===== config.mk =====
export PLATFORM = sky130hd
export DESIGN_NAME = method_call_sequencer_flat
export DESIGN_NICKNAME = d
export VERILOG_FILES = /design/src/rtl/method_call_pkg.sv /design/src/rtl/method_call_sequencer_if.sv /design/src/rtl/method_call_watchdog.sv /design/src/rtl/method_call_sequencer.sv /design/src/flat_wrapper.sv
export SDC_FILE = /design/constraint.sdc
export NUM_CORES = 1
export LEC_CHECK = 0
export ABC_AREA = 0
export CAP_MARGIN = 30
export CORE_ASPECT_RATIO = 1.5
export CORE_MARGIN = 10
export CORE_UTILIZATION = 32
export CTS_CLUSTER_DIAMETER = 30
export DETAILED_ROUTE_END_ITERATION = 7
export PLACE_DENSITY = 0.58
export SLEW_MARGIN = 20
export SYNTH_ARGS = -nofsm -noshare
export SYNTH_HDL_FRONTEND = slang
export SYNTH_SLANG_ARGS = --single-unit

===== constraint.sdc =====
create_clock -name clock -period 3.5 [get_ports clock]
set_input_delay 0.7 -clock clock [delete_from_list [all_inputs] [get_ports clock]]
set_output_delay 0.7 -clock clock [all_outputs]
set_load 0.01 [all_outputs]

===== src/rtl/method_call_pkg.sv =====
// rtl/method_call_pkg.sv - shared types and defaults for the method call sequencer
// Purpose : FSM state encoding, default widths and watchdog limit, saturating counter helper.
// Ports   : none (package).
// Config  : CALL_TIMEOUT_EN is consumed by method_call_sequencer, not here.
package method_call_pkg;

    localparam int DEF_RET_W   = 32;
    localparam int DEF_CNT_W   = 8;
    localparam int DEF_ACC_W   = 40;
    localparam int DEF_TMO_CYC = 255;

    typedef enum logic [2:0] {
        ST_IDLE = 3'd0,
        ST_REQ  = 3'd1,
        ST_RUN  = 3'd2,
        ST_CAP  = 3'd3,
        ST_DONE = 3'd4
    } state_t;

    // Cycle counter sticks at all-ones instead of wrapping.
    function automatic logic [31:0] sat_inc32(input logic [31:0] v);
        return (v == 32'hFFFF_FFFF) ? v : v + 32'd1;
    endfunction

endpackage


===== src/rtl/method_call_sequencer_if.sv =====
// rtl/method_call_sequencer_if.sv - req/busy/return handshake to one callee method
// Purpose : bundles the call request, callee busy and callee return value.
// Signals : o_main_req (caller->callee), i_main_busy (callee->caller),
//           i_main_return[RET_W] (callee->caller, valid when busy falls).
// Modports: master = caller side, slave = callee side.
interface method_call_sequencer_if
    import method_call_pkg::*;
#(
    parameter int RET_W = DEF_RET_W
) ();

    logic             o_main_req;
    logic             i_main_busy;
    logic [RET_W-1:0] i_main_return;

    modport master (
        output o_main_req,
        input  i_main_busy,
        input  i_main_return
    );

    modport slave (
        input  o_main_req,
        output i_main_busy,
        output i_main_return
    );

endinterface


===== src/rtl/method_call_watchdog.sv =====
// rtl/method_call_watchdog.sv - per-wait-state timeout counter
// Purpose : counts clock-enabled cycles while enabled; o_expire flags the TMO_CYC-th cycle.
// Ports   : clock, reset_n (async active-low), ce (clock enable),
//           i_clear (restart count), i_enable (count this cycle), o_expire (limit reached).
module method_call_watchdog
    import method_call_pkg::*;
#(
    parameter int TMO_CYC = DEF_TMO_CYC
) (
    input  logic clock,
    input  logic reset_n,
    input  logic ce,
    input  logic i_clear,
    input  logic i_enable,
    output logic o_expire
);

    localparam int CW = $clog2(TMO_CYC + 1);

    logic [CW-1:0] r_count;

    // Expire is combinational so the FSM leaves on exactly the TMO_CYC-th waiting cycle.
    assign o_expire = i_enable && (r_count == CW'(TMO_CYC - 1));

    always_ff @(posedge clock or negedge reset_n) begin
        if (!reset_n) begin
            r_count <= '0;
        end else if (ce) begin
            if (i_clear) begin
                r_count <= '0;
            end else if (i_enable && !o_expire) begin
                r_count <= r_count + 1'b1;
            end
        end
    end

endmodule


===== src/rtl/method_call_sequencer.sv =====
// rtl/method_call_sequencer.sv - batch caller for a generated-method req/busy/return handshake
// Purpose : issues i_count back-to-back calls per accepted start, accumulates signed returns,
//           reports last return and batch cycle count.
// Ports   : clock, reset_n (async active-low), ce (clock enable, low freezes everything),
//           i_start/i_count (host start, sampled in IDLE), o_busy, o_done (pulse), o_error,
//           o_acc[ACC_W], o_last[RET_W], o_cycles[32], bus (master side of the call handshake).
// Config  : CALL_TIMEOUT_EN adds a watchdog in REQ/RUN that aborts the batch with o_error.
module method_call_sequencer
    import method_call_pkg::*;
#(
    parameter int RET_W   = DEF_RET_W,
    parameter int CNT_W   = DEF_CNT_W,
    parameter int ACC_W   = DEF_ACC_W,
    parameter int TMO_CYC = DEF_TMO_CYC
) (
    input  logic                 clock,
    input  logic                 reset_n,
    input  logic                 ce,
    input  logic                 i_start,
    input  logic [CNT_W-1:0]     i_count,
    output logic                 o_busy,
    output logic                 o_done,
    output logic                 o_error,
    output logic [ACC_W-1:0]     o_acc,
    output logic [RET_W-1:0]     o_last,
    output logic [31:0]          o_cycles,
    method_call_sequencer_if.master bus
);

    state_t             r_state;
    state_t             w_next;
    logic [CNT_W-1:0]   r_remaining;
    logic               r_busy;
    logic               r_done;
    logic               r_error;
    logic               r_req;
    logic [ACC_W-1:0]   r_acc;
    logic [RET_W-1:0]   r_last;
    logic [31:0]        r_cycles;
    logic               w_expire;

`ifdef CALL_TIMEOUT_EN
    logic w_wd_clear;
    logic w_wd_enable;

    // Restarting on any state change gives each REQ and RUN visit a fresh budget.
    assign w_wd_clear  = (w_next != r_state);
    assign w_wd_enable = (r_state == ST_REQ) || (r_state == ST_RUN);

    method_call_watchdog #(
        .TMO_CYC (TMO_CYC)
    ) u_watchdog (
        .clock    (clock),
        .reset_n  (reset_n),
        .ce       (ce),
        .i_clear  (w_wd_clear),
        .i_enable (w_wd_enable),
        .o_expire (w_expire)
    );
`else
    logic w_unused_tmo;

    assign w_unused_tmo = (TMO_CYC > 0);
    assign w_expire     = 1'b0;
`endif

    always_ff @(posedge clock or negedge reset_n) begin
        if (!reset_n) begin
            r_state <= ST_IDLE;
        end else if (ce) begin
            r_state <= w_next;
        end
    end

    always_comb begin
        w_next = r_state;
        unique case (r_state)
            ST_IDLE: begin
                if (i_start) begin
                    w_next = (i_count == '0) ? ST_DONE : ST_REQ;
                end
            end
            ST_REQ: begin
                if (w_expire) begin
                    w_next = ST_DONE;
                end else if (bus.i_main_busy) begin
                    w_next = ST_RUN;
                end
            end
            ST_RUN: begin
                if (w_expire) begin
                    w_next = ST_DONE;
                end else if (!bus.i_main_busy) begin
                    w_next = ST_CAP;
                end
            end
            ST_CAP: begin
                w_next = (r_remaining == CNT_W'(1)) ? ST_DONE : ST_REQ;
            end
            ST_DONE: begin
                w_next = ST_IDLE;
            end
            default: begin
                w_next = ST_IDLE;
            end
        endcase
    end

    always_ff @(posedge clock or negedge reset_n) begin
        if (!reset_n) begin
            r_remaining <= '0;
            r_busy      <= 1'b0;
            r_done      <= 1'b0;
            r_error     <= 1'b0;
            r_req       <= 1'b0;
            r_acc       <= '0;
            r_last      <= '0;
            r_cycles    <= '0;
        end else if (ce) begin
            r_done <= 1'b0;
            // Request is a registered image of "next state is REQ", so it rises on entry
            // and drops on the edge that leaves REQ (busy seen or watchdog abort).
            r_req  <= (w_next == ST_REQ);
            if (r_state != ST_IDLE) begin
                r_cycles <= sat_inc32(r_cycles);
            end
            unique case (r_state)
                ST_IDLE: begin
                    r_busy <= i_start;
                    if (i_start) begin
                        r_acc       <= '0;
                        r_last      <= '0;
                        r_error     <= 1'b0;
                        r_cycles    <= 32'd1;
                        r_remaining <= i_count;
                    end
                end
                ST_REQ, ST_RUN: begin
                    if (w_expire) begin
                        r_error <= 1'b1;
                    end
                end
                ST_CAP: begin
                    r_last      <= bus.i_main_return;
                    r_acc       <= r_acc + ACC_W'($signed(bus.i_main_return));
                    r_remaining <= r_remaining - 1'b1;
                end
                ST_DONE: begin
                    r_done <= 1'b1;
                end
                default: begin
                end
            endcase
        end
    end

    assign o_busy         = r_busy;
    assign o_done         = r_done;
    assign o_error        = r_error;
    assign o_acc          = r_acc;
    assign o_last         = r_last;
    assign o_cycles       = r_cycles;
    assign bus.o_main_req = r_req;

endmodule


===== src/flat_wrapper.sv =====
// flat-port wrapper written by rule: the top's interface ports become plain ports
module method_call_sequencer_flat import method_call_pkg::*;
#(
    parameter int RET_W   = DEF_RET_W,
    parameter int CNT_W   = DEF_CNT_W,
    parameter int ACC_W   = DEF_ACC_W,
    parameter int TMO_CYC = DEF_TMO_CYC
)
  (clock, reset_n, ce, i_start, i_count, o_busy, o_done, o_error, o_acc, o_last, o_cycles, bus_o_main_req, bus_i_main_busy, bus_i_main_return);
  method_call_sequencer_if #(.RET_W(RET_W)) bus_i ();
  input  logic clock;
  input  logic reset_n;
  input  logic ce;
  input  logic i_start;
  input  logic [CNT_W-1:0] i_count;
  output logic o_busy;
  output logic o_done;
  output logic o_error;
  output logic [ACC_W-1:0] o_acc;
  output logic [RET_W-1:0] o_last;
  output logic [31:0] o_cycles;
  output wire logic [$bits(bus_i.o_main_req)-1:0] bus_o_main_req;
  input wire logic [$bits(bus_i.i_main_busy)-1:0] bus_i_main_busy;
  input wire logic [$bits(bus_i.i_main_return)-1:0] bus_i_main_return;
  assign bus_o_main_req = bus_i.o_main_req;
  assign bus_i.i_main_busy = bus_i_main_busy;
  assign bus_i.i_main_return = bus_i_main_return;
  method_call_sequencer #(.RET_W(RET_W), .CNT_W(CNT_W), .ACC_W(ACC_W), .TMO_CYC(TMO_CYC)) u_core (.clock(clock), .reset_n(reset_n), .ce(ce), .i_start(i_start), .i_count(i_count), .o_busy(o_busy), .o_done(o_done), .o_error(o_error), .o_acc(o_acc), .o_last(o_last), .o_cycles(o_cycles), .bus(bus_i));
endmodule

### Yosys cells after proc, flatten, opt, wreduce, memory -nomap -nowiden

Index checks and enable logic that the tools add are counted.

| storage, ports and cells | value |
|---|---|
| register bits after elaboration | 118 |
| bits in latches | 0 |
| memory bits (writable) | 0 |
| bits in read-only memories | 0 |
| input bits | 45 |
| output and inout port bits | 108 |
| word-level logic and storage cells | 42 |
| memories | 0 |

| cells by class | value |
|---|---|
| $add $sub $neg | 3 |
| multiply operators | 0 |
| divide/modulo/power cells | 0 |
| $lt $le $gt $ge | 0 |
| eq/ne operators | 8 |
| shift-type cells | 0 |
| multiplexer cells | 17 |
| bitwise gates (word level) | 0 |
| reduce and logical (&&, ||, !) cells | 6 |

Operators with widths:

| cell | count |
|---|---|
| 32-bit two-way mux | 5 |
| 40-bit case mux with 2 select lines | 1 |
| 32-bit case mux with 2 select lines | 1 |
| 40-bit adder | 1 |
| 40-bit two-way mux | 1 |
| 32-bit by 1-bit adder with 32-bit output (second input constant) | 1 |
| 32-bit == test (second input constant) | 1 |
| 8-bit case mux with 2 select lines | 1 |
| 3-bit two-way mux | 5 |
| 3-bit case mux with 4 select lines | 1 |
| 8-bit by 1-bit == test with 1-bit output (second input constant) | 1 |
| 8-bit logical NOT | 1 |
| 8-bit two-way mux | 1 |
| 8-bit by 1-bit subtractor with 8-bit output (second input constant) | 1 |
| 3-bit by 1-bit == test with 1-bit output (second input constant) | 2 |
| 3-bit by 2-bit == test with 1-bit output (second input constant) | 2 |
| 3-bit == test (second input constant) | 1 |
| 3-bit logical NOT | 1 |
| 3-bit AND reduction | 1 |
| 3-bit nonzero test | 1 |
| 2-bit inequality test (second input constant) | 1 |
| 2-bit AND reduction | 1 |
| 2-bit nonzero test | 1 |
| 1-bit two-way mux | 1 |

### Depth between registers and ports, before layout

Gate-level depths: netlist of the first run.

| depth | value |
|---|---|
| word-level depth | 5 |
| mapped depth | 11 |
| mapped depth without buffers | 11 |

### Worst setup path before layout of the first run

OpenSTA, ideal clock, no wires.

| timing | value |
|---|---|
| path kind | input to register |
| from | input bus_i_main_return[0] |
| to | register u_core.r_acc[36], in the netlist u_core.o_acc[36] |
| library setup time | 122 ps |
| arrival | 2842 ps |
| data required time | 3378 ps |
| setup slack | 536 ps |
| stages on the path | 11 |
| path buffers | 0 |
| cell sequence | ha_1 fa_1 nand3_1 nand2_1 a21oi_1 a211oi_4 a21oi_2 o41ai_4 a211oi_2 mux2i_1 a32o_1 |

| on the way | value |
|---|---|
| cells in the longest elaborated chain, start to end | 2 |

RTL lines:

| item | RTL line | source |
|---|---|---|
| from (decl) | flat_wrapper.sv:24 | `input wire logic [$bits(bus_i.i_main_return)-1:0] bus_i_main_return;` |
| 40-bit adder | method_call_sequencer.sv:145 | `r_acc <= r_acc + ACC_W'($signed(bus.i_main_return));` |
| 40-bit case mux with 2 select lines | method_call_sequencer.sv:127 | `unique case (r_state)` |
| to (signal assigned) | method_call_sequencer.sv:145 |  |
| to (decl) | method_call_sequencer.sv:37 | `logic [ACC_W-1:0] r_acc;` |

No other way between the ends.
A chain may end at the register's enable or synchronous reset.

### Worst setup path in the final report of the first run

Ends and elaborated chain as after synthesis.

==> results.md, run 1 <==
* Outcome: finished, final reports clean
* Via count at roughly 6.4k
* Yosys top cell by area: dfrtp_1
* IO buf count at between 150 and 200
* RR Endpoint: u_core.o_acc[36]$_DFFE_PN0P_
* # DRC at 0
* Pwr Density at ~750 mW/mm2
* Root Driver: clkbuf_16
* Final Slew Violations at 0
* Gr ovfl total at 0
* Worst setup SP type: input port
* Number of vias per cell at between 5 and 6
* Top cells by count, synth: nand2_1, dfrtp_1, nand3_1
* Largest family of logic cells by synthesized area: simple AND/OR/NAND/NOR gates
* EDFF count, synth at 0
* Relative slew slack at 0.546
* Number of global-route vias before repair at ~6.7k
* Die Ht at between 200 and 250 um
* Max Root-Sink Buffers at 2
* Worst-path clk slew at roughly 50 ps
* Worst-path maximum fanout at 4
* Io pins at around 150
* Setup Skew at roughly 9.1 ps
* TritonCTS clock tree: yes
* Syn nets at 897
* Fin crit share at 0.915
* RSZ-0062 raised after global routing: no
* Peak supply drop at between 300 and 400 uV
* Die area at roughly 0.028 mm2
* Crit. Startpoint: bus_i_main_return[0]
* WL final at approximately 22 mm
* Die width at ~140 um
* Worst hold path type: in2async
* Count leader, synth: nand2_1
* Post-synthesis compound-gate area fraction at 0.162
* Layout cell share with drive strength beyond 1 at 0.0944
* Area growth from synthesis to layout at 38.2%
* Clock period minus worst slack at 3200 ps
* Worst path bufs/invs at 1
* Multiplexer area fraction after synthesis at 0.00911
* Leakage power at around 4.4 nW
* Fillers at about 2.1k
* Gpl congestion at around 0.80
* Core Area at around 0.022 mm2
* Clk_lat worst skew at approximately 430 ps
* Hold-fix buffers, CTS at 0
* Nets at about 1.1k
* Yosys reg bits at between 100 and 150
* Initial core utilization at 0.324
* Post-route antenna net violation count at 0
* Crit Path Class: in2reg
* Simple-Gate Fraction of Synth Area at 0.231
* Register area at 0.00295 mm2
* Clock Sinks at roughly 120
* Hold Vio Cnt, Final at 0
* Max Cap Violations at 0
* RR Startpoint: u_core.o_acc[0]$_DFFE_PN0P_
* Sequential fraction of the synthesis area at 0.421
* Synth Area in XOR/XNOR at 0.0713
* Share of Yosys cell area claimed by the top area cell type at 0.421
* R2r setup slk at ~640 ps
* Ys flop type: dfrtp_1
* Asr flop ratio synth at 1.00
* Post-Synth Adder-Cell Area at 0.0779
* Fin area at slightly below 0.01 mm2
* CP endpoint: u_core.o_acc[36]$_DFFE_PN0P_
* Fmax at between 0.3 and 0.4 GHz
* CP Data Required Time at about 3800 ps
* Post-CTS sizing at 0
* Hpwl dp at approximately 16 mm
* Largest net degree at the start of global routing at approximately 120
* Critical path depth at 12
* Critical path cell sequence: clkdlybuf4s50_1 -> ha_1 -> fa_1 -> nand3_1 -> nand2_1 -> a21oi_1 -> a211oi_4 -> a21oi_2 -> o41ai_4 -> a211oi_2 -> mux2i_1 -> a32o_1
* CP top delay family: compound AO/OA/AOI/OAI gates
* Data arrival time of the worst path at approximately 3500 ps
* DRT iter0 DRCs at around 270
* Placed cell area at about 0.009 mm2
* Post-CTS setup buffer count at 0
* Mapped cell area at around 0.007 mm2
* CP max-delay cell: clkdlybuf4s50_1
* Cell Rows at 66
* Netlist cell types at between 50 and 60
* First-pass GRT wire length at ~35 mm
* Avg Inst Size Synth at between 8 and 9 um2
* Avg WL per Cell at approximately 17 um
* # diodes at 0
* Gate Count Post-Synth at about 810
* Multi-input gate area at 0.00389 mm2
* Crit end category: flop
* Total GRT Usage at 0.153
* Total power at around 7.3 mW
* Num CTS Buffers at 17
* Final Setup Violations at 0
* Yosys warns at 0
* Area contributors post-synth: dfrtp_1, ha_1, nand2_1
* Worst R2R Path Depth at 11
* Worst-Margin Slew at approximately 680 ps
* Crit-path max cell delay at ~440 ps
* First-pass DRT Iterations at 4
* H-Tree Depth at 4
* Initial antenna violation count at 0
[power breakdown]
part,switching (mW),total [mW],internal [mW]
combinational,1.69,3.27,1.57
clock,0.642,1.90,1.26
sequential,0.328,2.09,1.77
[flip-flops by register name (all words and copies together), names as in the netlist]
| name | count |
|---|---|
| u_core.bus.o_main_req | 1 |
| u_core.o_acc | 40 |
| u_core.o_busy | 1 |
| u_core.o_cycles | 32 |
| u_core.o_done | 1 |
| u_core.o_last | 32 |
| u_core.r_remaining | 8 |
| u_core.r_state | 3 |
[worst register-to-register path, cell delays in order, from the launching register on]
cell,delay [ps]
dfrtp_1,400
ha_1,220
fa_1,390
nand3_1,90
nand2_1,110
a21oi_1,310
a211oi_4,120
a21oi_2,280
o41ai_4,140
a211oi_2,330
mux2i_1,120
a32o_1,240
[routing by layer]
metal	GRT usage	wire, um	up-vias
met2	0.275	11400	139
met5	0	0	-
met1	0.165	8560	3081
li1	-	-	3197
met3	0.0460	1210	25
met4	0.0514	361	0
[cell usage in the layout, fill, tap and decap left out, types with 4 or more instances in the layout]
master / synthesis / layout
a211oi_1: 5 / 5
a21o_1: 18 / 18
a21oi_1: 59 / 59
a31oi_1: 10 / 10
and2_1: 5 / 5
and3_1: 11 / 11
and4_1: 4 / 4
buf_4: 1 / 41
bufinv_16: 0 / 4
clkbuf_16: 0 / 17
clkbuf_8: 0 / 4
clkdlybuf4s50_1: 0 / 150
clkinv_2: 0 / 4
dfrtp_1: 118 / 118
ha_1: 42 / 42
inv_1: 12 / 12
nand2_1: 140 / 139
nand2b_1: 6 / 6
nand3_1: 78 / 77
nand4_1: 10 / 10
nor2_1: 53 / 50
nor2b_1: 4 / 4
nor3_1: 11 / 11
nor4_1: 4 / 4
o21ai_0: 68 / 68
or2_2: 4 / 4
or3_1: 9 / 9
xnor2_1: 21 / 21
xor2_1: 36 / 36
[logic make-up after synthesis]
logic type,count (synthesis)
compound gates,188
simple gates,348
fa+ha+maj,43
mux,6
xor+xnor,57
flops,118
buf+inv,48
other cells,1
[stage by stage]
stage               setup WS (ps)  std cells  TNS (ps)  utilization  hold WS, ps
floorplan                     536        809         0            -          404
global placement             -112       1237      -750        0.418          480
detailed placement           -157       1237     -1360        0.418          484
CTS                           292       1268         0        0.448          403
global route                 47.1       1268         0        0.448          406
finish                        299       1268         0        0.448          369
[how the worst min path moves through the flow]
stage / startpoint / endpoint / slack [ps] / cells past startpoint
after floorplan: reset_n / u_core.bus.o_main_req$_DFFE_PN0P_ / 400 / 0
after global placement: u_core.o_last[11]$_DFFE_PN0P_ / u_core.o_last[11]$_DFFE_PN0P_ / 480 / 2
after detailed placement: u_core.o_last[11]$_DFFE_PN0P_ / u_core.o_last[11]$_DFFE_PN0P_ / 480 / 2
after CTS: reset_n / u_core.r_remaining[4]$_DFFE_PN0P_ / 400 / 2
after global routing: reset_n / u_core.r_remaining[4]$_DFFE_PN0P_ / 410 / 2
final: reset_n / u_core.r_remaining[4]$_DFFE_PN0P_ / 370 / 2
[layout make-up]
| type | count | area share |
|---|---|---|
| flip-flops and latches | 118 | 0.305 |
| clock inverters | 9 | 0.0152 |
| repair buffers | 192 | 0.189 |
| inverters | 12 | 0.00465 |
| well taps | 272 | 0.0351 |
| clock buffers | 22 | 0.0500 |
| multi-input cells | 643 | 0.401 |
Power figures use the tool's default switching activity.
==> run 2, diff against run 1 <==
--- a/config.mk
+++ b/config.mk
@@ -12,7 +12,6 @@
 export CORE_UTILIZATION = 32
 export CTS_CLUSTER_DIAMETER = 30
 export DETAILED_ROUTE_END_ITERATION = 7
-export PLACE_DENSITY = 0.58
 export SLEW_MARGIN = 20
 export SYNTH_ARGS = -nofsm -noshare
 export SYNTH_HDL_FRONTEND = slang
==> constraint.sdc (replaced) <==
create_clock -name clock -period 3.5 [get_ports clock]
set_input_delay 1.05 -clock clock [delete_from_list [all_inputs] [get_ports clock]]
set_output_delay 1.05 -clock clock [all_outputs]
set_load 0.01 [all_outputs]
==> run 2 against run 1 <==
- worst setup slack worse by 180 ps
- utilization is 2.0 points higher
- critical path depth is 2 lower
- sequential cell count stayed put
- global-route usage is 0.70 points higher
- register-to-register slack better by 180 ps
- non-clock buffer count is 47 higher
- critical path type unchanged
- critical endpoint is now u_core.o_acc[37]$_DFFE_PN0P_
==> results.md, run 2 (synthesized netlist as in run 1, its figures left out) <==
* Most common cell after layout, fill and taps aside: clkdlybuf4s50_1
* CP max-delay cell: or4_1
* Worst-path clk slew at approximately 60 ps
* Hold-fix buffers, CTS at 0
* RR Startpoint: u_core.o_acc[7]$_DFFE_PN0P_
* Worst setup SP type: input port
* R2r setup slk at 820 ps
* Data arrival time of the worst path at about 3700 ps
* Gpl congestion at slightly below 0.9
* Commonest cells after routing, fill and taps aside: clkdlybuf4s50_1, nand2_1, dfrtp_1, buf_4, nand3_1
* Outcome: finished, final reports clean
* Fin crit share at 0.966
* Final Setup Violations at 0
* Number of flip-flops in the largest register at 40
* Layout cell share with drive strength beyond 1 at 0.147
* Leakage power at about 4.7 nW
* Crit-path max cell delay at between 500 and 600 ps
* CP top delay family: simple AND/OR/NAND/NOR gates
* Hold path endpoint: u_core.o_last[30]$_DFFE_PN0P_
* Placed cell area at about 0.0094 mm2
* Gate power share at 0.473
* Fmax at ~0.30 GHz
* Peak supply drop at between 300 and 400 uV
* # DRC at 0
* Worst-path maximum fanout at 3
* First-pass GRT wire length at roughly 37 mm
* Total GRT Usage at 0.160
* Die area at approximately 0.028 mm2
* Hold Vio Cnt, Final at 0
* Initial antenna violation count at 0
* Worst-Margin Slew at ~680 ps
* Hpwl dp at 16.4 mm
* Clock period minus worst slack at 3380 ps
* Hold Crit Depth at 2
* Largest net degree at the start of global routing at 48
* Relative slew slack at 0.547
* Psw at about 2.8 mW
* Cell Rows at 66
* Final setup TNS at 0 ps
* Die width at ~140 um
* Initial core utilization at 0.324
* Dpl cells at approximately 1.3k
* Final Slew Violations at 0
* Clk_lat worst skew at 430 ps
* Avg WL per Cell at approximately 17 um
* WL final at 22.4 mm
* Number of vias per cell at 5.09
* Fillers at roughly 2.1k
* Cell mode on critical path: or4_1
* First-pass DRT Iterations at 4
* RR Endpoint: u_core.o_acc[32]$_DFFE_PN0P_
* Crit Path Class: in2reg
* Core Area at 0.0216 mm2
* DRT iter0 DRCs at just under 300
* Sequential power share at 0.279
* Gr ovfl total at 0
* Max Root-Sink Buffers at 2
* Crit. Startpoint: bus_i_main_return[16]
* Worst hold start: u_core.o_last[30]$_DFFE_PN0P_
* Nets at around 1.1k
* RSZ-0062 raised after global routing: yes
* Area growth from synthesis to layout at 44.5%
* H-Tree Depth at 4
* Clk pwr share at 0.248
* Register area at around 0.0030 mm2
* CP Data Required Time at roughly 3900 ps
* Sw frac at 0.370
* Critical path cell sequence: clkdlybuf4s50_1 -> ha_1 -> nand4_1 -> or4_1 -> o2111a_2 -> nor3_2 -> or2_2 -> a21oi_2 -> or4_1 -> nand3_1
* Pint at ~4.8 mW
* Crit end category: flop
* Num CTS Buffers at 17
* Pwr Density at 744 mW/mm2
* Post-route antenna net violation count at 0
* TritonCTS clock tree: yes
* IO buf count at 151
* Worst path bufs/invs at 1
* Dpl ws at -494 ps
* Fin area at 0.0101 mm2
* Via count at around 6.7k
* Worst R2R Path Depth at 13
* Post-route setup slack at around 120 ps
* Number of global-route vias before repair at roughly 7.1k
* Multi-input gate area at approximately 0.004 mm2
* Final Util at 0.468
* # diodes at 0
* Setup Skew at approximately 9.9 ps
* Worst hold path type: reg2reg
* Clock Sinks at 118
* Io pins at 153
* Die Ht at between 200 and 250 um
* Max Cap Violations at 0
* Post-Layout Cell Count at between 1k and 1.5k
* Root Driver: clkbuf_16
-- run 2: cell count changes in the layout (fill, tap and decap cells not counted), sizes merged --
cell / previous run / this run
clkdlybuf4s50: 150 / 148
clkinvlp: 1 / 5
clkbuf: 22 / 18
buf: 42 / 89
dlymetal6s2s: 0 / 2
-- run 2: layer usage --
metal | vias to the layer above | share of wire | global-route usage
met5 | - | 0 | 0
met4 | 0 | 0.016 | 0.0529
met3 | 25 | 0.047 | 0.0438
met2 | 144 | 0.54 | 0.291
met1 | 3231 | 0.40 | 0.173
li1 | 3298 | - | -
-- run 2: metrics by stage --
stage / total power [mW] / hold WS [ps]
floorplan: 3.92 / 461
global placement: 5.62 / 478
detailed placement: 5.66 / 484
CTS: 7.60 / 499
global route: 8.11 / 517
finish: 7.54 / 493
-- run 2: worst max-delay path by stage --
| stage | endpoint | slack [ps] | cells past startpoint |
|---|---|---|---|
| after global routing | u_core.o_acc[25]$_DFFE_PN0P_ | -40 | 13 |
| after CTS | u_core.o_acc[36]$_DFFE_PN0P_ | 5 | 13 |
| final | u_core.o_acc[37]$_DFFE_PN0P_ | 120 | 10 |
| after floorplan | u_core.o_acc[36]$_DFFE_PN0P_ | 190 | 11 |
| after global placement | u_core.o_acc[25]$_DFFE_PN0P_ | -440 | 14 |
| after detailed placement | u_core.o_acc[32]$_DFFE_PN0P_ | -490 | 13 |
-- run 2: layout make-up --
class | instances | share of cell area
multi-input cells | 643 | 0.389
flip-flops and latches | 118 | 0.292
repair buffers | 239 | 0.220
clock buffers | 18 | 0.0434
well taps | 272 | 0.0336
clock inverters | 13 | 0.0179
inverters | 12 | 0.00445
-- run 2: worst min-delay path: cells and delay by family (launching register included) --
family	cells	cell delay, ps
simple gates	2	130
flops	1	330
-- run 2: power groups by stage --
stage,combinational [mW],clock [mW],sequential (mW)
floorplan,1.72,0,2.20
global route,3.97,1.98,2.16
global placement,3.52,0,2.11
finish,3.57,1.87,2.10
detailed placement,3.54,0,2.12
CTS,3.58,1.92,2.10
-- run 2: what timing repair did --
action,CTS,global route
gates resized for setup,2,13
pin swaps,1,8
endpoints found under the setup margin,3,15
buffers inserted,1,1
==> run 3, diff against run 2 <==
==> constraint.sdc (replaced) <==
create_clock -name clock -period 3.3 [get_ports clock]
set_input_delay 0.99 -clock clock [delete_from_list [all_inputs] [get_ports clock]]
set_output_delay 0.99 -clock clock [all_outputs]
set_load 0.01 [all_outputs]
==> run 3 against run 2 <==
- utilization grew 1.6 points
- sequential cell count is the same
- largest power group unchanged
- clock power grew 11%
- die area is the same
- critical path depth is the same
==> results.md, run 3 (synthesized netlist as in run 1, its figures left out) <==
* Critical path cell sequence: clkdlybuf4s50_1 -> ha_1 -> nand2_2 -> or4_1 -> o2111a_2 -> nor3_4 -> or2_2 -> a21oi_2 -> or4_1 -> nand3_1
* Crit Path Class: in2reg
* Hold path endpoint: u_core.o_last[21]$_DFFE_PN0P_
* Final Setup Violations at 0
* TritonCTS clock tree: yes
* R2r setup slk at ~570 ps
* Fmax at between 0.3 and 0.4 GHz
* Worst-Margin Slew at between 600 and 700 ps
* Psw at about 3 mW
* Critical path depth at 10
* Io pins at roughly 150
* Worst hold start: u_core.o_last[21]$_DFFE_PN0P_
* Number of flip-flops in the largest register at 40
* Die width at around 140 um
* DRT iter0 DRCs at a little over 300
* Sw frac at 0.365
* Cell mode on critical path: or4_1
* Most common cell after layout, fill and taps aside: nand2_1
* Initial core utilization at 0.324
* Hold Crit Depth at 2
* Relative slew slack at 0.548
* # DRC at 0
* Core Area at roughly 0.022 mm2
* Leakage power at just under 5 nW
* Peak supply drop at approximately 380 uV
* Data arrival time of the worst path at 3540 ps
* CP Data Required Time at between 3000 and 4000 ps
* Die Ht at 201 um
* Placed cell area at ~0.0095 mm2
* First-pass DRT Iterations at 6
* Avg WL per Cell at 16.8 um
* CP max-delay cell: or4_1
* First-pass GRT wire length at 37.0 mm
* Worst R2R Path Depth at 12
* Commonest cells after routing, fill and taps aside: nand2_1, clkdlybuf4s50_1, dfrtp_1, buf_4, nand3_1
* Fin crit share at 0.963
* Crit end category: flop
* Worst hold path type: reg2reg
* Worst-path clk slew at 60 ps
* CP top delay family: simple AND/OR/NAND/NOR gates
* Fin area at 0.0105 mm2
* Gpl congestion at approximately 0.85
* Total power at 8.29 mW
* RR Startpoint: u_core.o_acc[8]$_DFFE_PN0P_
* Layout cell share with drive strength beyond 1 at 0.176
* Die area at 0.0283 mm2
* Worst path bufs/invs at 1
* Gate power share at 0.479
* Clk_lat worst skew at approximately 430 ps
* Final Util at 0.484
* Hold-fix buffers, CTS at 0
* Cell Rows at 66
* Crit-path max cell delay at 530 ps
* Largest net degree at the start of global routing at 48
* Max Cap Violations at 0
* Gr ovfl total at 0
* Hpwl dp at ~17 mm
* Setup Skew at 7.81 ps
* Initial antenna violation count at 0
* Nets at ~1.1k
* # diodes at 0
* Number of vias per cell at 5.04
* Clock Sinks at approximately 120
* Total GRT Usage at 0.160
* Root Driver: clkbuf_16
* H-Tree Depth at 4
* Max Root-Sink Buffers at 2
* IO buf count at 151
* RSZ-0062 raised after global routing: no
* Worst setup SP type: input port
* Pint at 5.26 mW
* Hold Vio Cnt, Final at 0
* Clk pwr share at 0.249
* Sequential power share at 0.272
* Post-route antenna net violation count at 0
* Num CTS Buffers at 17
* RR Endpoint: u_core.o_acc[36]$_DFFE_PN0P_
* Clock period minus worst slack at ~3200 ps
* Outcome: finished, final reports clean
* Pwr Density at just under 800 mW/mm2
* WL final at around 22 mm
* Final Slew Violations at 0
* Area growth from synthesis to layout at 49.4%
* Worst-path maximum fanout at 3
* Final setup TNS at 0 ps
* Via count at roughly 6.7k
* Number of global-route vias before repair at approximately 7.1k
==> run 3: final cells by class <==
type	instances	area, um2
flip-flops and latches	118	2950
clock inverters	12	201
well taps	272	340
inverters	12	45.0
fillers	2086	11200
multi-input cells	643	4140
repair buffers	256	2340
clock buffers	20	447
==> run 3: timing repair <==
action | in CTS | in global routing
resized for setup | 27 | 28
endpoints found under the setup margin | 15 | 13
setup buffers | 4 | 1
pin swaps | 14 | 13
cloned | 0 | 0
==> run 3: power groups by stage <==
stage          registers, mW  logic, mW  clock network (mW)
2_1_floorplan           2.34       1.82                   0
3_3_place_gp            2.23       3.80                   0
3_5_place_dp            2.25       3.82                   0
4_1_cts                 2.25       3.94                2.11
5_1_grt                 2.32       4.43                2.18
6_report                2.25       3.97                2.07
==> run 3: how the worst max path moves through the flow <==
stage / start / to / slack [ps]
6_report: bus_i_main_return[20] / u_core.o_acc[37]$_DFFE_PN0P_ / 120
3_3_place_gp: bus_i_main_return[0] / u_core.o_acc[25]$_DFFE_PN0P_ / -570
4_1_cts: bus_i_main_return[9] / u_core.o_acc[38]$_DFFE_PN0P_ / 9
5_1_grt: bus_i_main_return[1] / u_core.o_acc[17]$_DFFE_PN0P_ / 4
2_1_floorplan: bus_i_main_return[0] / u_core.o_acc[36]$_DFFE_PN0P_ / 50
3_5_place_dp: bus_i_main_return[0] / u_core.o_acc[25]$_DFFE_PN0P_ / -610
==> run 3: layer usage <==
layer,global-route usage,part of all wire,wire length [um]
met3,0.0450,0.049,1100
met4,0.0577,0.020,450
met5,0,0,0
met1,0.173,0.40,9000
met2,0.287,0.53,11900
==> run 3: worst reg2reg max path: cells and delay by family (launching register included) <==
| family | cells | cell delay (ps) |
|---|---|---|
| DFF | 1 | 420 |
| buffers and inverters | 2 | 270 |
| adders and majority gates | 1 | 290 |
| AOI/OAI and AO/OA | 7 | 1400 |
| and+or+nand+nor | 1 | 90 |
| muxes | 1 | 140 |
==> run 3: through the flow <==
| step | hold WS [ps] | setup slack, ps | instances |
|---|---|---|---|
| 6_report | 500 | 123 | 1333 |
| 5_1_grt | 521 | 4.35 | 1333 |
| 4_1_cts | 503 | 8.99 | 1332 |
| 3_5_place_dp | 488 | -606 | 1296 |
| 3_3_place_gp | 479 | -570 | 1296 |
| 2_1_floorplan | 461 | 46.4 | 809 |
